`config.mk`:
```
export PLATFORM = sky130hd
export DESIGN_NAME = trace_arbiter
export DESIGN_NICKNAME = d
export VERILOG_FILES = /design/src/rtl/trace_arbiter.sv
export SDC_FILE = /design/constraint.sdc
export NUM_CORES = 1
export LEC_CHECK = 0
export BUFFER_PORTS_ARGS = -buffer_cell sky130_fd_sc_hd__clkbuf_2
export CORE_ASPECT_RATIO = 0.75
export CORE_MARGIN = 2
export CORE_UTILIZATION = 45
export CTS_CLUSTER_DIAMETER = 60
export DETAILED_ROUTE_END_ITERATION = 6
export PLACE_DENSITY = 0.75
export SETUP_SLACK_MARGIN = 0.05
export SLEW_MARGIN = 0
export SYNTH_ARGS = -nofsm -noshare
export SYNTH_HDL_FRONTEND = slang
export SYNTH_SLANG_ARGS = --single-unit
```
`constraint.sdc`:
```
create_clock -name clk -period 6.02 [get_ports clk]
set_clock_uncertainty 0.2 [all_clocks]
set_input_delay 0 -clock clk [delete_from_list [all_inputs] [get_ports clk]]
set_output_delay 0 -clock clk [all_outputs]
set_load 0.02 [all_outputs]
```
`src/rtl/trace_arbiter.sv`:
```
// trace_arbiter: shares one cpu_checker between two trace character streams.
// Grants a source for a whole record (^ .. #) and rotates round-robin at record
// boundaries. Records are aborted on a stall timeout or when they exceed MAX_LEN.
// Optional statistics counters are built when TRACE_ARB_STATS_EN is defined.
module trace_arbiter #(
  parameter int unsigned TIMEOUT = 8,
  parameter int unsigned MAX_LEN = 40
) (
  input  logic        clk,
  input  logic        reset,
  input  logic [7:0]  src0_char,
  input  logic        src0_valid,
  output logic        src0_ready,
  input  logic [7:0]  src1_char,
  input  logic        src1_valid,
  output logic        src1_ready,
  output logic [7:0]  chk_char,
  output logic        chk_src,
  output logic        busy,
  output logic        abort,
  output logic [15:0] rec_cnt0,
  output logic [15:0] rec_cnt1,
  output logic [15:0] abort_cnt
);

  localparam logic [7:0] CharStart = 8'h5E;  // '^'
  localparam logic [7:0] CharEnd   = 8'h23;  // '#'
  localparam logic [6:0] MaxLen    = 7'(MAX_LEN);
  localparam logic [8:0] Timeout   = 9'(TIMEOUT);

  typedef enum logic [0:0] {StIdle, StFwd} state_e;

  state_e     state_q, state_d;
  logic       gnt_q, gnt_d;
  logic       last_q, last_d;
  logic [5:0] len_q, len_d;
  logic [7:0] stall_q, stall_d;
  logic [7:0] chk_char_q, chk_char_d;
  logic       chk_src_q, chk_src_d;
  logic       abort_q, abort_d;

  logic       cand0, cand1, winner;
  logic       g_valid;
  logic [7:0] g_char;
  logic [6:0] len_inc;
  logic [8:0] stall_inc;
  logic       len_hit, stall_hit;

  assign cand0     = src0_valid && (src0_char == CharStart);
  assign cand1     = src1_valid && (src1_char == CharStart);
  // On a tie the source that did not own the previous record wins.
  assign winner    = (cand0 && cand1) ? ~last_q : cand1;
  assign g_valid   = gnt_q ? src1_valid : src0_valid;
  assign g_char    = gnt_q ? src1_char : src0_char;
  assign len_inc   = {1'b0, len_q} + 7'd1;
  assign stall_inc = {1'b0, stall_q} + 9'd1;
  // Only ordinary characters grow the record; ^ restarts it and # closes it.
  assign len_hit   = (g_char != CharStart) && (g_char != CharEnd) && (len_inc == MaxLen);
  assign stall_hit = (stall_inc == Timeout);

  // State register
  always_ff @(posedge clk or posedge reset) begin
    if (reset) state_q <= StIdle;
    else       state_q <= state_d;
  end

  // Next-state logic
  always_comb begin
    state_d = state_q;
    unique case (state_q)
      StIdle: if (cand0 || cand1) state_d = StFwd;
      StFwd: begin
        if (g_valid) begin
          if ((g_char == CharEnd) || len_hit) state_d = StIdle;
        end else if (stall_hit) begin
          state_d = StIdle;
        end
      end
      default: state_d = StIdle;
    endcase
  end

  // Handshake outputs
  always_comb begin
    src0_ready = 1'b0;
    src1_ready = 1'b0;
    unique case (state_q)
      StIdle: begin
        // Non-^ characters are always swallowed to resync; a losing ^ is held.
        src0_ready = !cand0 || !winner;
        src1_ready = !cand1 || winner;
      end
      StFwd: begin
        src0_ready = ~gnt_q;
        src1_ready = gnt_q;
      end
      default: ;
    endcase
  end

  // Datapath next values: forwarded character, record length, stall and abort
  always_comb begin
    gnt_d      = gnt_q;
    last_d     = last_q;
    len_d      = len_q;
    stall_d    = stall_q;
    chk_char_d = 8'h00;
    chk_src_d  = chk_src_q;
    abort_d    = 1'b0;
    unique case (state_q)
      StIdle: begin
        if (cand0 || cand1) begin
          gnt_d      = winner;
          chk_char_d = CharStart;
          chk_src_d  = winner;
          len_d      = 6'd1;
          stall_d    = 8'd0;
        end
      end
      StFwd: begin
        if (g_valid) begin
          chk_char_d = g_char;
          chk_src_d  = gnt_q;
          stall_d    = 8'd0;
          if (g_char == CharEnd) begin
            last_d = gnt_q;
          end else if (g_char == CharStart) begin
            len_d = 6'd1;
          end else begin
            len_d = len_inc[5:0];
            if (len_hit) begin
              abort_d = 1'b1;
              last_d  = gnt_q;
            end
          end
        end else begin
          stall_d = stall_inc[7:0];
          if (stall_hit) begin
            abort_d = 1'b1;
            last_d  = gnt_q;
          end
        end
      end
      default: ;
    endcase
  end

  // Datapath registers
  always_ff @(posedge clk or posedge reset) begin
    if (reset) begin
      gnt_q      <= 1'b0;
      last_q     <= 1'b1;
      len_q      <= 6'd0;
      stall_q    <= 8'd0;
      chk_char_q <= 8'h00;
      chk_src_q  <= 1'b0;
      abort_q    <= 1'b0;
    end else begin
      gnt_q      <= gnt_d;
      last_q     <= last_d;
      len_q      <= len_d;
      stall_q    <= stall_d;
      chk_char_q <= chk_char_d;
      chk_src_q  <= chk_src_d;
      abort_q    <= abort_d;
    end
  end

  assign chk_char = chk_char_q;
  assign chk_src  = chk_src_q;
  assign busy     = (state_q == StFwd);
  assign abort    = abort_q;

`ifdef TRACE_ARB_STATS_EN
  logic        rec_done0, rec_done1;
  logic [15:0] rec_cnt0_q, rec_cnt1_q, abort_cnt_q;

  assign rec_done0 = (state_q == StFwd) && g_valid && (g_char == CharEnd) && !gnt_q;
  assign rec_done1 = (state_q == StFwd) && g_valid && (g_char == CharEnd) && gnt_q;

  // Saturating statistics counters
  always_ff @(posedge clk or posedge reset) begin
    if (reset) begin
      rec_cnt0_q  <= 16'h0000;
      rec_cnt1_q  <= 16'h0000;
      abort_cnt_q <= 16'h0000;
    end else begin
      if (rec_done0 && (rec_cnt0_q != 16'hFFFF))  rec_cnt0_q  <= rec_cnt0_q + 16'd1;
      if (rec_done1 && (rec_cnt1_q != 16'hFFFF))  rec_cnt1_q  <= rec_cnt1_q + 16'd1;
      if (abort_d && (abort_cnt_q != 16'hFFFF))   abort_cnt_q <= abort_cnt_q + 16'd1;
    end
  end

  assign rec_cnt0  = rec_cnt0_q;
  assign rec_cnt1  = rec_cnt1_q;
  assign abort_cnt = abort_cnt_q;
`else
  assign rec_cnt0  = 16'h0000;
  assign rec_cnt1  = 16'h0000;
  assign abort_cnt = 16'h0000;
`endif

endmodule
```
; After elaboration in Yosys (flattened, before gate mapping)
; Index checks and enable logic that the tools add are counted.
[word_totals]
register_bits = 27
output_inout_bits = 61
[classes]
n_eq_ne = 13
reduce_logical = 17
addsub = 2
bitwise_logic = 3
n_mux = 35
[ops]
columns = cell, count
row1 = $mux W8, 4
row2 = $pmux W8 S2, 2
row3 = $eq A8 B7 Y1 const B, 3
row4 = $mux W6, 4
row5 = $mux W1, 19
row6 = $pmux W6 S2, 1
row7 = $add A8 B1 Y9 const B, 1
row8 = $eq A9 B4 Y1 const B, 1
row9 = $eq A8 B6 Y1 const B, 1
row10 = $ne A8 B6 Y1 const B, 1
row11 = $ne A8 B7 Y1 const B, 1
row12 = $pmux W1 S2, 4
row13 = $add A6 B1 Y7 const B, 1
row14 = $eq A7 B6 Y1 const B, 1
row15 = $mux W7, 1
row16 = $logic_and A1 B1 Y1, 5
row17 = $logic_or A1 B1 Y1, 4
row18 = $ne A2 B2 Y1 const B, 2
row19 = $reduce_and A2 Y1, 2
row20 = $reduce_and A4 Y1, 1
row21 = $logic_not A1 Y1, 3
row22 = $ne A3 B1 Y1 const B, 1
row23 = $ne A3 B3 Y1 const B, 1
row24 = $not A1 Y1, 3
row25 = 3 further kinds, 3

; Logic depth before layout (Yosys ltp)
; Gate-level depths: netlist of the first run.
[logic_depth]
depth_word = 9
ltp_mapped = 7
ltp_nobuf = 7

; Worst setup path before layout of the first run
; No wires, ideal clock.
[synth_path]
path_kind = register to register
from = register stall_q[0]
to = register last_q
path_buffers = 0
path_stages_with_launch = 8
t_arrival_ns = 1.753
synth_period_minus_slack_ns = 2.035
setup_ns = 0.082
setup_slack_ns = 3.985
required_time_ns = 5.738
path_cell_list = dfrtp_1 -> ha_1 -> nand3_1 -> nor2_1 -> xor2_1 -> nor4_4 -> o22ai_2 -> mux2_4
[synth_between]
elab_chain_cells = 4
[synth_rtl]
columns = item, line_no
row1 = "start, declared", 37  ; logic [7:0] stall_q, stall_d;
row2 = "start signal, assigned", 162  ; stall_q <= stall_d;
row3 = $add A8 B1 Y9, 56  ; assign stall_inc = {1'b0, stall_q} + 9'd1;
row4 = $eq A9 B4 Y1, 59  ; assign stall_hit = (stall_inc == Timeout);
row5 = $reduce_bool A2 Y1 (no line), -
row6 = $reduce_and A4 Y1 (no line), -
row7 = "end signal, assigned", 160  ; last_q <= last_d;
row8 = "end, declared", 35  ; logic last_q, last_d;
; No other way between the ends.
; A chain may end at the register's enable or synchronous reset.

; Final worst setup path of the first run
[layout_path]
from = register gnt_q
to = register stall_q[5]
[layout_between]
elab_chain_cells = 3
[layout_rtl]
columns = item, line_no
row1 = "start, declared", 34  ; logic gnt_q, gnt_d;
row2 = "start signal, assigned", 159  ; gnt_q <= gnt_d;
row3 = $mux W1, 53  ; assign g_valid = gnt_q ? src1_valid : src0_valid;
row4 = $mux W8, 121  ; if (g_valid) begin
row5 = $pmux W8 S2, 110  ; unique case (state_q)
; No other way between the ends.

==> results of run 1 <==
## worst max-delay path by stage
stage	startpoint	to	slack, ns
after detailed placement	gnt_q$_DFFE_PP0P_	stall_q[5]$_DFFE_PP0P_	3.66
final	gnt_q$_DFFE_PP0P_	stall_q[5]$_DFFE_PP0P_	3.62
after global routing	gnt_q$_DFFE_PP0P_	stall_q[5]$_DFFE_PP0P_	3.42
after CTS	gnt_q$_DFFE_PP0P_	stall_q[5]$_DFFE_PP0P_	3.62
after floorplan	stall_q[0]$_DFFE_PP0P_	last_q$_DFFE_PP1P_	3.98
after global placement	stall_q[0]$_DFFE_PP0P_	last_q$_DFFE_PP1P_	3.84
## cell families after synthesis
| kind of cell | Yosys count | share of synthesized area |
|---|---|---|
| other | 1 | 0.00187 |
| DFF | 27 | 0.337 |
| muxes | 10 | 0.0579 |
| xor gates and xnor gates | 3 | 0.0131 |
| AOI/OAI and AO/OA | 46 | 0.150 |
| adders and majority gates | 4 | 0.0249 |
| buffers and inverters | 57 | 0.197 |
| and+or+nand+nor | 70 | 0.218 |
## stage by stage
| stage | area, sq um | total power [uW] | cells |
|---|---|---|---|
| 2_1_floorplan | 2190 | 390 | 265 |
| 3_3_place_gp | 2040 | 406 | 301 |
| 3_5_place_dp | 2040 | 410 | 301 |
| 4_1_cts | 2270 | 530 | 324 |
| 5_1_grt | 2270 | 564 | 324 |
| 6_report | 2270 | 526 | 324 |
## cells in the final DEF (no fill, tap or decap), types with 2 or more instances in the layout
cell type	Yosys	routed
a21o_1	5	5
a21oi_1	11	11
a22o_1	2	2
a31oi_1	3	3
a32o_1	2	2
a32oi_1	2	2
and3_1	3	3
and4b_1	2	2
clkbuf_2	0	32
clkbuf_8	0	3
conb_1	1	48
dfrtp_1	26	26
dlygate4sd3_1	0	19
ha_1	4	4
inv_1	4	4
mux2_2	5	5
mux2_4	2	2
mux2i_1	3	3
nand2_1	17	17
nand2_2	2	2
nand2b_1	3	3
nand3_1	5	5
nand4b_1	4	4
nor2_1	10	10
nor2b_1	4	4
nor3_1	3	3
nor3b_2	2	2
nor4_1	2	2
o21ai_0	9	9
o21ai_1	3	3
o31ai_1	3	3
xnor2_1	2	2
## cells in the mapped netlist (3+ instances only)
| master | n |
|---|---|
| nand4b_1 | 4 |
| mux2i_1 | 3 |
| nand3_1 | 5 |
| o21ai_1 | 3 |
| a21oi_1 | 11 |
| a21o_1 | 5 |
| nor3_1 | 3 |
| a31oi_1 | 3 |
| nor2_1 | 10 |
| nand2_1 | 17 |
| and3_1 | 3 |
| nor2b_1 | 4 |
| o31ai_1 | 3 |
| o21ai_0 | 9 |
| buf_4 | 48 |
| nand2b_1 | 3 |
| ha_1 | 4 |
| inv_1 | 4 |
| mux2_2 | 5 |
| dfrtp_1 | 26 |
## power by group
part	total [uW]	leakage [uW]	internal, uW	switching (uW)
clock	107	0.0000217	47.1	60.3
combinational	168	0.000722	64.7	103
sequential	250	0.000362	210	40.6
## per-layer routing
layer,share of wire,routed length (um),track usage
met5,0,0,0
met4,0.0032,13,0.0194
met3,0.065,266,0.0434
met2,0.47,1930,0.313
met1,0.46,1890,0.221
## layout make-up
class | instances | area share
inverters | 4 | 0.00660
clock buffers | 3 | 0.0182
flip-flops and latches | 27 | 0.298
clock inverters | 1 | 0.00330
multi-input cells | 181 | 0.489
repair buffers | 51 | 0.154
well taps | 57 | 0.0314
## worst max-delay path: cells and delay by family, from the launching register on
kind            cells  cell delay (ns)
compound gates      1             0.44
simple gates        1             0.24
mux                 1             0.67
flops               1             0.74
## registers in the layout, indices dropped and copies added (netlist names)
register and count:
abort 1, busy 1, len_q 6, chk_char 8, stall_q 8, gnt_q 1
chk_src 1, last_q 1
## timing repair
| action | CTS | global route |
|---|---|---|
| setup endpoints to repair | 0 | 0 |
| endpoints found under the hold margin | 36 | 0 |
| hold buffers | 19 | 0 |
==> qor.yml, run 1 <==
cts_inserted_buffers: 3
grt_use_total: 0.173
synthDistinctLibCells: 54
vias: 1578
period_minus_slack_ns: 2.40
cts_resized: 0
totalWireLength_mm: 4.10
register_area_sq_um: 677
ant_nets: 0
slowest_stage: "dfrtp_1"
r2r-end: "stall_q[5]$_DFFE_PP0P_"
tightestPinTransition_ns: 1.00
power.leakage_uw: 0.00111
multi_input_area_sq_um: 1110
dp_hpwl_mm: 2.87
drt_iter0_markers: 63
crit_path_max_incr_delay_ns: 0.74
syn2layout_area_growth_pct: 13.2
ys_ff_latch: 27
yosysTopAreaCell: "dfrtp_1"
cap_violations: 0
ff2ff_path_depth: 3
clockBufferDepth: 2
path_max_fanout: 18
async_flop_share: 1.00
io_pins: 81
diodes: 0
core_area_sq_um: 4390
required_ns: 5.98
final_util: 0.518
synth_area_sq_um: 2010
syn_area_per_cell_sq_um: 9.22
vias_per_cell: 4.87
drive_gt1_frac: 0.202
synth_area_leaders: "dfrtp_1 (32%), buf_4 (18%), nand2_1 (3.2%), mux2_2 (2.8%), a21oi_1 (2.7%)"
hold_start: "src1_char[2]"
cts_tree: "done"
syn_inst: 218
dieArea_sq_um: 5020
setup_slack_ns: 3.62
slew-limit-headroom: 0.333
yosysSeqAreaShare: 0.337
tns_ns: 0
finalMaxSlewViolations: 0
synth_top_area_frac: 0.324
path_clk_slew_ns: 0.10
grt_pass1_vias: 1453
max_freq_mhz: 416
hold_path_class: "input port to flop"
grt_setup_unrepaired: "false"
cp_cell_sequence: "mux2i_1 -> nand2_2 -> o41ai_1"
synth_ff_type: "dfrtp_1"
nets: 292
setup_viol: 0
grt_max_degree: 28
ir_drop_mv: 0.138
whs_ns: 0.0218
reg2reg_setup_slack_ns: 3.62
dr.pass1.iters: 4
final_hold_viol_count: 0
antenna_found_initial: 0
die_y_um: 61.9
pre_cts_slack_ns: 3.66
htreeDepth: 1
grt_overflow: 0
clock_latency_ns: 0.28
gp_congestion: 0.806
start_util: 0.458
r2r-start: "gnt_q$_DFFE_PP0P_"
worstSetupEndpointType: "flop"
power_density_nw_per_um2: 231
crit_type: "flop to flop"
grt_pass1_wl_mm: 6.56
root_buffer: "clkbuf_8"
synth_edf_count: 0
fillers: 409
die_w_um: 81.2
min_path_cells: 4
post_cts_buffers: 0
drc: 0
rows: 21
ys_warn_count: 0
cp.arrival_ns: 2.36
min_to: "chk_char[2]$_DFF_PP0_"
start_kind: "flop"
clock-sinks: 27
wl_per_cell_um: 12.7
period_share: 0.399
status: "complete, no violations"
port_buffers: 32
Note: power is estimated with default switching activity, not from simulation.
==> run 2: changes to the inputs <==
Settings changed: CORE_UTILIZATION 45 to 44, PLACE_DENSITY 0.75 to 0.77.
Clock period 6.02 ns to 2.2 ns, I/O delays scaled along.
==> run 2 against run 1 <==
  * Critical endpoint is now last_q$_DFFE_PP1P_
  * Flip-flop and latch count stayed put
  * Critical path depth up 4
  * Combinational power grew to 3.0 times the previous value
  * Hold slack got worse by 0.011 ns
  * Critical path type unchanged
  * Core utilization rose by 1.3 points
==> qor.yml, run 2 (synthesized netlist as in run 1, its figures left out) <==
path_clk_slew_ns: 0.10  # about the same
crit_type: "flop to flop"
finalMaxSlewViolations: 0  # unchanged
die_y_um: 62.5  # +1.1%
drt_iter0_markers: 115  # +83%
whs_ns: 0.0103  # -0.0115 ns
status: "complete, no violations"
cts_inserted_buffers: 3  # unchanged
setup_viol: 0  # unchanged
period_minus_slack_ns: 2.05  # -0.357 ns
ant_nets: 0  # unchanged
max_freq_mhz: 489  # +17%
layout_commonest_cell: "conb_1"
final_cell_mix: "conb_1 (48), clkbuf_2 (32), dfrtp_1 (23)"
gp_congestion: 0.831  # +3.2%
start_util: 0.455  # -0.00273
tightestPinTransition_ns: 0.604  # -0.396 ns
grt_overflow: 0  # unchanged
required_ns: 2.22  # -3.76 ns
worstSetupEndpointType: "flop"
grt_setup_unrepaired: "true"
wl_per_cell_um: 13.2  # +4.6%
drc: 0  # unchanged
grt_pass1_wl_mm: 6.72  # +2.5%
met1_usage: 0.224  # +0.00232
met3_usage: 0.0361  # -0.00723
antenna_found_initial: 0  # unchanged
htreeDepth: 1  # unchanged
port_buffers: 32  # unchanged
power_density_nw_per_um2: 629  # +170%
path_max_fanout: 6  # -12
start_kind: "flop"
grt_max_degree: 28  # unchanged
globalRouteMet2Util: 0.282  # -0.0314
tns_ns: 0  # unchanged
period_share: 0.930  # +0.531
hold_path_class: "input port to flop"
clockBufferDepth: 2  # unchanged
dp_hpwl_mm: 3.01  # +4.8%
grt_pass1_vias: 1498  # +3.1%
nets: 298  # +2.1%
post_cts_buffers: 0  # unchanged
vias_per_cell: 4.93  # +1.2%
die_w_um: 82.0  # +1.1%
cap_violations: 0  # unchanged
dr.pass1.iters: 5  # +1
final_hold_viol_count: 0  # unchanged
power.leakage_uw: 0.00113  # +2.3%
dieArea_sq_um: 5130  # +2.1%
core_area_sq_um: 4410  # +0.60%
rows: 21  # unchanged
cp.arrival_ns: 2.07  # -0.29 ns
clock_latency_ns: 0.28  # about the same
totalWireLength_mm: 4.37  # +6.5%
cts_tree: "done"
io_pins: 81  # unchanged
vias: 1627  # +3.1%
grt_use_total: 0.167  # -0.00611
ir_drop_mv: 0.389  # +180%
slew-limit-headroom: 0.596  # +0.263
gr-max-usage-layer: "met2"
clock-sinks: 27  # unchanged
drive_gt1_frac: 0.253  # +0.0505
diodes: 0  # unchanged
root_buffer: "clkbuf_8"
syn2layout_area_growth_pct: 16.7
## run 2: per-layer routing
metal  routed length, um  up-vias
li1                    -      788
met3                 298        4
met5                   0        -
met4                  27        0
met1                2020      772
met2                2030       63
## run 2: final cells by class
class,count,area [sq um]
well taps,57,71.3
flip-flops and latches,27,681
fillers,404,2070
repair buffers,57,388
clock buffers,3,41.3
multi-input cells,181,1140
clock inverters,1,7.51
inverters,4,15.0
## run 2: what timing repair did
| action | CTS | global route |
|---|---|---|
| hold buffers | 16 | 0 |
| resized for setup | 3 | 5 |
| pin swaps | 0 | 1 |
| endpoints found under the setup margin | 1 | 17 |
| endpoints found under the hold margin | 36 | 0 |
## run 2: through the flow
stage / power (uW) / std cells / worst slack (ns) / instance area (sq um) / util
floorplan: 1070 / 265 / 0.165 / 2190 / -
CTS: 1470 / 330 / 0.0574 / 2320 / 0.526
finish: 1470 / 330 / 0.154 / 2340 / 0.531
global placement: 1130 / 310 / 0.0784 / 2100 / 0.476
global route: 1570 / 330 / 0.0278 / 2340 / 0.531
detailed placement: 1140 / 310 / 0.0180 / 2100 / 0.476
## run 2: critical path, stage by stage (launching register included)
cell and delay (ns):
dfrtp_2 0.47, ha_4 0.19, nand2_1 0.07, and4b_1 0.19, nor3_1 0.28, nor4_4 0.10, o22ai_2 0.18, mux2_4 0.31
## run 2: worst paths after layout
| path | endpoint | slack (ns) | from | depth (start not counted) |
|---|---|---|---|---|
| max | last_q$_DFFE_PP1P_ | 0.15 | stall_q[0]$_DFFE_PP0P_ | 7 |
| min | chk_char[3]$_DFF_PP0_ | 0.01 | src0_char[3] | 4 |
| max reg2reg | last_q$_DFFE_PP1P_ | 0.15 | stall_q[0]$_DFFE_PP0P_ | 7 |
| min reg2reg | stall_q[7]$_DFFE_PP0P_ | 0.29 | stall_q[7]$_DFFE_PP0P_ | 1 |
| max in group asynchronous | last_q$_DFFE_PP1P_ | 1.41 | reset | 4 |
| min in group asynchronous | abort$_DFF_PP0_ | 0.09 | reset | 4 |
## run 2: where the power goes
group	switching (uW)	internal (uW)	total, uW	leakage, uW
logic	310	193	503	0.000752
clock network	170	129	299	0.0000217
registers	94.7	577	672	0.000358
total	575	900	1470	0.00113
